<file path="src/rtl/fx2_sched.sv">
// Endpoint scheduler for the FX2 synchronous slave-FIFO bus: arbitrates EP2 command
// reads, EP8 status writes (closed with PKTEND) and EP6 sample bursts onto one FD bus.
module fx2_sched #(
  parameter int unsigned BURST_LEN = 256
) (
  input  logic        clk,
  input  logic        rst_n,
  input  logic        en,
  input  logic [15:0] fd_i,
  output logic [15:0] fd_o,
  output logic        fd_oe,
  output logic [1:0]  addr,
  output logic        slrd_n,
  output logic        slwr_n,
  output logic        sloe_n,
  output logic        pktend_n,
  input  logic        ep2_ne,
  input  logic        ep6_nf,
  input  logic        ep8_nf,
  input  logic [15:0] smp_data,
  input  logic        smp_valid,
  output logic        smp_ready,
  input  logic [15:0] stat_word,
  input  logic        stat_req,
  output logic        stat_ack,
  output logic [15:0] cmd_data,
  output logic        cmd_valid
);

  typedef enum logic [2:0] {
    IDLE   = 3'd0,
    SEL    = 3'd1,
    RD     = 3'd2,
    RD_REL = 3'd3,
    WSTAT  = 3'd4,
    PKTEND = 3'd5,
    WSMP   = 3'd6,
    WEND   = 3'd7
  } state_t;

  typedef enum logic [1:0] {
    G_RD   = 2'd0,
    G_STAT = 2'd1,
    G_SMP  = 2'd2
  } grant_t;

  localparam logic [1:0]  ADDR_EP2  = 2'b00;
  localparam logic [1:0]  ADDR_EP6  = 2'b10;
  localparam logic [1:0]  ADDR_EP8  = 2'b11;
  localparam logic [15:0] BURST_MAX = 16'(BURST_LEN);

  state_t      state_r;
  grant_t      grant_r;
  logic [15:0] count_r;
  logic        smp_ready_s;
  logic        smp_take_s;

  // Sample handshake: only in WSMP, with FIFO space and burst budget left
  always_comb begin
    smp_ready_s = 1'b0;
    if ((state_r == WSMP) && ep6_nf && (count_r < BURST_MAX)) begin
      smp_ready_s = 1'b1;
    end else begin
      smp_ready_s = 1'b0;
    end
    smp_take_s = smp_ready_s & smp_valid;
  end

  assign smp_ready = smp_ready_s;

  // Arbitration FSM; every bus pin is registered here
  always_ff @(posedge clk or negedge rst_n) begin
    if (!rst_n) begin
      state_r   <= IDLE;
      grant_r   <= G_SMP;
      count_r   <= 16'd0;
      fd_o      <= 16'd0;
      fd_oe     <= 1'b0;
      addr      <= ADDR_EP6;
      slrd_n    <= 1'b1;
      slwr_n    <= 1'b1;
      sloe_n    <= 1'b1;
      pktend_n  <= 1'b1;
      cmd_data  <= 16'd0;
      cmd_valid <= 1'b0;
      stat_ack  <= 1'b0;
    end else begin
      cmd_valid <= 1'b0;
      stat_ack  <= 1'b0;
      case (state_r)
        IDLE: begin
          slrd_n   <= 1'b1;
          slwr_n   <= 1'b1;
          sloe_n   <= 1'b1;
          pktend_n <= 1'b1;
          fd_oe    <= 1'b0;
          // Fixed priority: host commands, then status, then the sample stream
          if (en && ep2_ne) begin
            addr    <= ADDR_EP2;
            grant_r <= G_RD;
            state_r <= SEL;
          end else if (en && stat_req && ep8_nf) begin
            addr    <= ADDR_EP8;
            grant_r <= G_STAT;
            state_r <= SEL;
          end else if (en && smp_valid && ep6_nf) begin
            addr    <= ADDR_EP6;
            grant_r <= G_SMP;
            state_r <= SEL;
          end else begin
            state_r <= IDLE;
          end
        end
        SEL: begin
          case (grant_r)
            G_RD: begin
              sloe_n  <= 1'b0;
              slrd_n  <= 1'b0;
              state_r <= RD;
            end
            G_STAT: begin
              fd_oe    <= 1'b1;
              fd_o     <= stat_word;
              slwr_n   <= 1'b0;
              stat_ack <= 1'b1;
              state_r  <= WSTAT;
            end
            G_SMP: begin
              fd_oe   <= 1'b1;
              count_r <= 16'd0;
              state_r <= WSMP;
            end
            default: begin
              state_r <= IDLE;
            end
          endcase
        end
        RD: begin
          cmd_data  <= fd_i;
          cmd_valid <= 1'b1;
          slrd_n    <= 1'b1;
          sloe_n    <= 1'b1;
          state_r   <= RD_REL;
        end
        RD_REL: begin
          state_r <= IDLE;
        end
        WSTAT: begin
          slwr_n   <= 1'b1;
          pktend_n <= 1'b0;
          state_r  <= PKTEND;
        end
        PKTEND: begin
          pktend_n <= 1'b1;
          fd_oe    <= 1'b0;
          state_r  <= WEND;
        end
        WSMP: begin
          // Any cycle without a handshake ends the burst: empty, full or budget spent
          if (smp_take_s) begin
            fd_o    <= smp_data;
            slwr_n  <= 1'b0;
            count_r <= count_r + 16'd1;
            state_r <= WSMP;
          end else begin
            slwr_n  <= 1'b1;
            fd_oe   <= 1'b0;
            state_r <= WEND;
          end
        end
        WEND: begin
          slwr_n  <= 1'b1;
          fd_oe   <= 1'b0;
          state_r <= IDLE;
        end
        default: begin
          slrd_n   <= 1'b1;
          slwr_n   <= 1'b1;
          sloe_n   <= 1'b1;
          pktend_n <= 1'b1;
          fd_oe    <= 1'b0;
          state_r  <= IDLE;
        end
      endcase
    end
  end

endmodule
</file>
<file path="config.mk">
export PLATFORM = sky130hd
export DESIGN_NAME = fx2_sched
export DESIGN_NICKNAME = d
export VERILOG_FILES = /design/src/rtl/fx2_sched.sv
export SDC_FILE = /design/constraint.sdc
export NUM_CORES = 1
export LEC_CHECK = 0
export CORE_MARGIN = 5
export CORE_UTILIZATION = 30
export CTS_CLUSTER_DIAMETER = 120
export CTS_CLUSTER_SIZE = 20
export DETAILED_ROUTE_END_ITERATION = 16
export HOLD_SLACK_MARGIN = 0.05
export PLACE_DENSITY = 0.57
export SETUP_SLACK_MARGIN = 0.05
export SLEW_MARGIN = 10
export SYNTH_ARGS = -nofsm -noshare
export SYNTH_HDL_FRONTEND = slang
export SYNTH_SLANG_ARGS = --single-unit
</file>
<file path="constraint.sdc">
create_clock -name clk -period 4.6 [get_ports clk]
set_input_delay 0.69 -clock clk [delete_from_list [all_inputs] [get_ports clk]]
set_output_delay 0.69 -clock clk [all_outputs]
set_load 0.01 [all_outputs]
</file>
==> results of run 1 <==
## path summary, 6_finish.rpt
kind	from	endpoint	slack (ns)	cells past startpoint
worst max-delay path	count_r[14]	smp_ready	1.49	4
min in group asynchronous	rst_n	addr[0]	0.50	2
worst min register to register	slwr_n	slwr_n	0.49	2
worst max register to register	state_r[0]	fd_o[9]	2.01	6
worst min-delay path	slwr_n	slwr_n	0.49	2
max in group asynchronous	rst_n	count_r[11]	3.59	2
## sequential cells by signal, indices dropped and copies added (netlist names)
name       cells
count_r       16
fd_o          16
fd_oe          1
slwr_n         1
cmd_data      16
pktend_n       1
sloe_n         1
grant_r        1
stat_ack       1
state_r        3
addr           2
cmd_valid      1
## tightest hold or removal path, delay by kind of cell, from the launching register on
kind,cells,cell delay [ns]
AND/OR/NAND/NOR,1,0.06
flip-flops,1,0.37
AO/OA/AOI/OAI,1,0.06
## Yosys cell counts
master    instances  area, um2
nand3_1           4       20.0
a21boi_0          1       7.51
clkbuf_1         10       37.5
or4_1             4       30.0
ha_1              4       50.1
nand3b_1          2       15.0
nor4b_1           1       8.76
inv_1             7       26.3
nor2b_1           9       56.3
dfrtp_1          55       1380
nand2b_1          4       25.0
buf_2             4       20.0
mux2i_1          16        160
buf_1             1       3.75
or3_1             6       37.5
or2_0             1       6.26
nand4_1           2       12.5
o311ai_0          1       8.76
dfstp_2           5        131
nor4_1            1       6.26
nor3b_1           1       7.51
mux2_2           16        180
or4_4             1       11.3
a21oi_1          32        160
and4_1            2       17.5
o21ai_0          11       55.1
nor3_1           16       80.1
a31oi_1           1       6.26
nand2_1           8       30.0
nor2_1            6       22.5
buf_4             2       15.0
o31ai_1           2       15.0
and3_1            2       12.5
## kinds of logic after synthesis
| logic type | count (synthesis) | synth area share (%) |
|---|---|---|
| AND/OR/NAND/NOR | 70 | 15.0 |
| flip-flops | 60 | 56.8 |
| AO/OA/AOI/OAI | 48 | 9.53 |
| multiplexers | 32 | 12.8 |
| buffers and inverters | 24 | 3.87 |
| adder cells (fa/ha/maj) | 4 | 1.89 |
## power by group
group	switching, mW	internal (mW)	leakage (nW)
sequential	0.144	0.748	0.735
clock	0.202	0.317	0.113
combinational	0.410	0.562	0.865
total	0.755	1.63	1.71
## per-layer routing
layer	up-vias	part of all wire, %	global-route usage (%)
li1	1035	-	-
met1	1008	45	15.1
met2	60	45	18.0
met3	10	8.1	5.77
met4	0	1.7	5.27
met5	-	0	0
## stage by stage
stage / hold slack (ns) / instance area [um2] / utilization, %
final: 0.487 / 3930 / 45.3
after global routing: 0.517 / 3930 / 45.3
after CTS: 0.491 / 3930 / 45.3
after detailed placement: 0.475 / 3710 / 42.8
after global placement: 0.472 / 3710 / 42.8
after floorplan: 0.394 / 2650 / -
## layout make-up
class / count / area (um2)
multi-input combinational: 154 / 1050
clock inverter: 5 / 75.1
clock buffer: 11 / 141
timing repair buffer: 101 / 996
sequential: 60 / 1510
fill: 855 / 4750
inverter: 7 / 26.3
tap: 108 / 135
==> out/results.ini, run 1 <==
[global_route]
grt_max_degree=61
antenna_found_initial=0
grt_pass1_vias=2175
grt_overflow=0
grt_usage_pct=12.2
grt_first_pass_wirelength_um=10700

[clocking]
htreeDepth=3
cts_tree=done
clk_pin_slew_ns=0.07
postCtsSetupRepairBufs=0
numClockSinks=60
ctsResizeCount=0
cts.path.max_buffers=2
clkLatencyLatePin_ns=0.34
cts-root-buf=clkbuf_8
cts_made_buffers=9
hold_buffers=0

[timing]
maxSlewHeadroom_pct=41.7
fmax_mhz=322
maxSlewViolCount=0
skew_ns=0.0108
fin_tns_setup_ns=0
layout_setup_ws_ns=1.49
setup_violations=0
layout_min_cycle_time_ns=3.11
fin_crit_sh_pct=67.6
rsz0062_at_grt=no
hold_viol_final=0
tightestPinTransition_ns=0.875

[place]
hpwlAfterDp_um=4540
dp_cells=430
dp_slack_ns=1.68
io_buffers=97
gp_congestion=0.671

[drt]
ant_nets=0
avgRoutedWirePerCell_um=14.3
vias_per_cell=4.74
drt-total-wl_um=6390
vias=2113
drtIter0Drc=56
firstDrtPassIters=4
drc=0

[worst_setup_path]
worst_ep_required_time_ns=3.91
critPathKind=reg -> out
arrival_ns=2.42
cpPeakStageDelay_ns=0.57
cp_slowest_cell=or4_1
crit_path_end_kind=output port
critPathBufInv=1
path_delay_family=simple AND/OR/NAND/NOR gates
startpoint_type=register
crit_path_max_fanout=10
crit_path_cell_trace=or4_1 > or3_1 > nor2_1 > clkdlybuf4s50_1

[floorplanning]
pin_count=98
core_region_area_um2=8680
die_y_um=104
initial_core_util_pct=30.6
die-width_um=104
rows=34
fp.dieArea_um2=10800

[synthesis]
syn-num-nets=298
postSynthAreaPerCell_um2=11.1
ys_types=33
ys.warnings.count=0
ys_seq_area_share_pct=56.8
synth_area_um2=2650
synth_seq_cells=60
syn_inst=238

[cells_and_area]
final_cell_mix=clkdlybuf4s50_1 (96), dfrtp_1 (55), a21oi_1 (32)
area_growth_pct=48.2
drive_above_1_share_pct=12.7
fin_nets=393
antenna_cells=0
layout_commonest_cell=clkdlybuf4s50_1
instances_no_fill=446

[pwr]
power.density_nw_per_um2=606
peakVddDrop_mv=0.232
design_power_total_mw=2.38
leakage_nw=1.71

[hold_path]
hold_class=reg -> reg

[flow_run]
cap_violations=0

[outcome]
status=completed

No activity file was read; power rests on OpenSTA's default activity.
==> run 2, diff against run 1 <==
clock period = 3 ns   (was 4.6 ns; I/O delays follow)
==> out/results.ini, run 2 (same netlist as run 1, synthesis figures left out) <==
[worst_setup_path]
cp_slowest_cell=or4_4
timing.rr.start=state_r[0]
cp_num_cells=4  ; unchanged
r2r_slack_ns=0.82  ; -1.19 ns
worst_ep_required_time_ns=2.55  ; -1.36 ns
arrival_ns=2.33  ; -0.09 ns
crit_path_end_kind=output port
cpPeakStageDelay_ns=0.55  ; -0.02 ns
critPathLaunch=count_r[11]
critPathKind=reg -> out
worstRegToRegCells=5  ; -1
crit_path_max_fanout=10  ; unchanged
critPathBufInv=1  ; unchanged
path_delay_family=simple AND/OR/NAND/NOR gates
endpoint=smp_ready
crit_path_cell_trace=or4_4 > or3_4 > nor2_1 > clkdlybuf4s50_1
startpoint_type=register
reg2reg_to=count_r[3]

[place]
io_buffers=97  ; unchanged
gp_congestion=0.743  ; +11%
dp_cells=433  ; +0.70%
hpwlAfterDp_um=4620  ; +1.9%

[floorplanning]
pin_count=98  ; unchanged
die_y_um=104  ; unchanged
fp.dieArea_um2=10800  ; unchanged
rows=34  ; unchanged
initial_core_util_pct=30.6  ; unchanged
core_region_area_um2=8680  ; unchanged
die-width_um=104  ; unchanged

[clocking]
cts_made_buffers=9  ; unchanged
cts-root-buf=clkbuf_8
clkLatencyLatePin_ns=0.33  ; about the same
clk_pin_slew_ns=0.07  ; about the same
cts_tree=done
htreeDepth=3  ; unchanged
postCtsSetupRepairBufs=0  ; unchanged
cts.path.max_buffers=2  ; unchanged
numClockSinks=60  ; unchanged

[cells_and_area]
nFillCells=868  ; +1.5%
instances_no_fill=449  ; +0.67%
layout_commonest_cell=clkdlybuf4s50_1
drive_above_1_share_pct=13.5  ; +0.77 points
final_cell_mix=clkdlybuf4s50_1 (96), dfrtp_1 (55), a21oi_1 (32)
antenna_cells=0  ; unchanged
reg.largest.list=cmd_data x16, count_r x16, fd_o x16
fin_nets=396  ; +0.76%
area_growth_pct=49.2

[timing]
fmax_mhz=360
setup_violations=0  ; unchanged
holdWs_ns=0.263  ; -0.224 ns
rsz0062_at_grt=no
layout_min_cycle_time_ns=2.78
tightestPinTransition_ns=0.766  ; -0.109 ns
maxSlewViolCount=0  ; unchanged
maxSlewHeadroom_pct=48.9  ; +7.3 points
fin_crit_sh_pct=92.7
fin_tns_setup_ns=0  ; unchanged
hold_viol_final=0  ; unchanged
skew_ns=0.00923  ; -0.00156 ns

[drt]
vias_per_cell=4.68  ; -1.1%
firstDrtPassIters=4  ; unchanged
drt-total-wl_um=6460  ; +1.1%
drtIter0Drc=41  ; -27%
avgRoutedWirePerCell_um=14.4  ; +0.45%
vias=2103  ; -0.47%
drc=0  ; unchanged
ant_nets=0  ; unchanged

[global_route]
antenna_found_initial=0  ; unchanged
grt_max_degree=61  ; unchanged
grt_first_pass_wirelength_um=11000  ; +2.8%
grt_usage_pct=12.6  ; +0.39 points
grt_overflow=0  ; unchanged
grt_pass1_vias=2234  ; +2.7%

[flow_run]
cap_violations=0  ; unchanged

[hold_path]
hold_class=in -> async

[pwr]
peakVddDrop_mv=0.370  ; +59%
leakage_nw=1.72  ; +0.65%
power.density_nw_per_um2=927  ; +53%
design_power_total_mw=3.67  ; +54%

[outcome]
status=completed

run 2: metrics by stage:
stage / util [%] / cell area, um2 / worst slack [ns]
global route: 45.6 / 3960 / 0.109
CTS: 45.6 / 3950 / 0.0793
finish: 45.6 / 3960 / 0.219
floorplan: - / 2650 / 0.931
detailed placement: 43.1 / 3740 / 0.453
global placement: 43.1 / 3740 / 0.489
run 2: worst min-delay path by stage:
stage	endpoint	slack (ns)	cells after the start
after global placement	slwr_n	0.47	2
after detailed placement	slwr_n	0.49	2
after CTS	addr[0]	0.30	2
after global routing	addr[0]	0.33	2
final	count_r[3]	0.26	2
after floorplan	addr[0]	0.15	0
run 2: where the power goes:
| group | internal, mW | leakage [nW] | switching, mW |
|---|---|---|---|
| logic | 0.876 | 0.883 | 0.633 |
| clock network | 0.490 | 0.107 | 0.305 |
| registers | 1.15 | 0.735 | 0.218 |
| total | 2.51 | 1.72 | 1.16 |
run 2: what timing repair did:
item | CTS | global route
endpoints found under the setup margin | 0 | 1
gates resized for setup | 0 | 1
hold buffers | 0 | 0
run 2: per-layer routing:
layer	track usage [%]	vias up	wire length [um]
met1	16.0	993	2920
met2	18.5	65	2910
met5	0	-	0
met3	7.14	5	585
li1	-	1040	-
met4	2.78	0	55
run 2: area by class of cell:
type                       count  area (um2)  area share (%)
sequential                    60        1510            38.1
clock inverter                 4        72.6            1.83
clock buffer                  12         145            3.67
multi-input combinational    154        1050            26.6
tap                          108         135            3.41
inverter                       7        26.3           0.664
timing repair buffer         104        1020            25.7
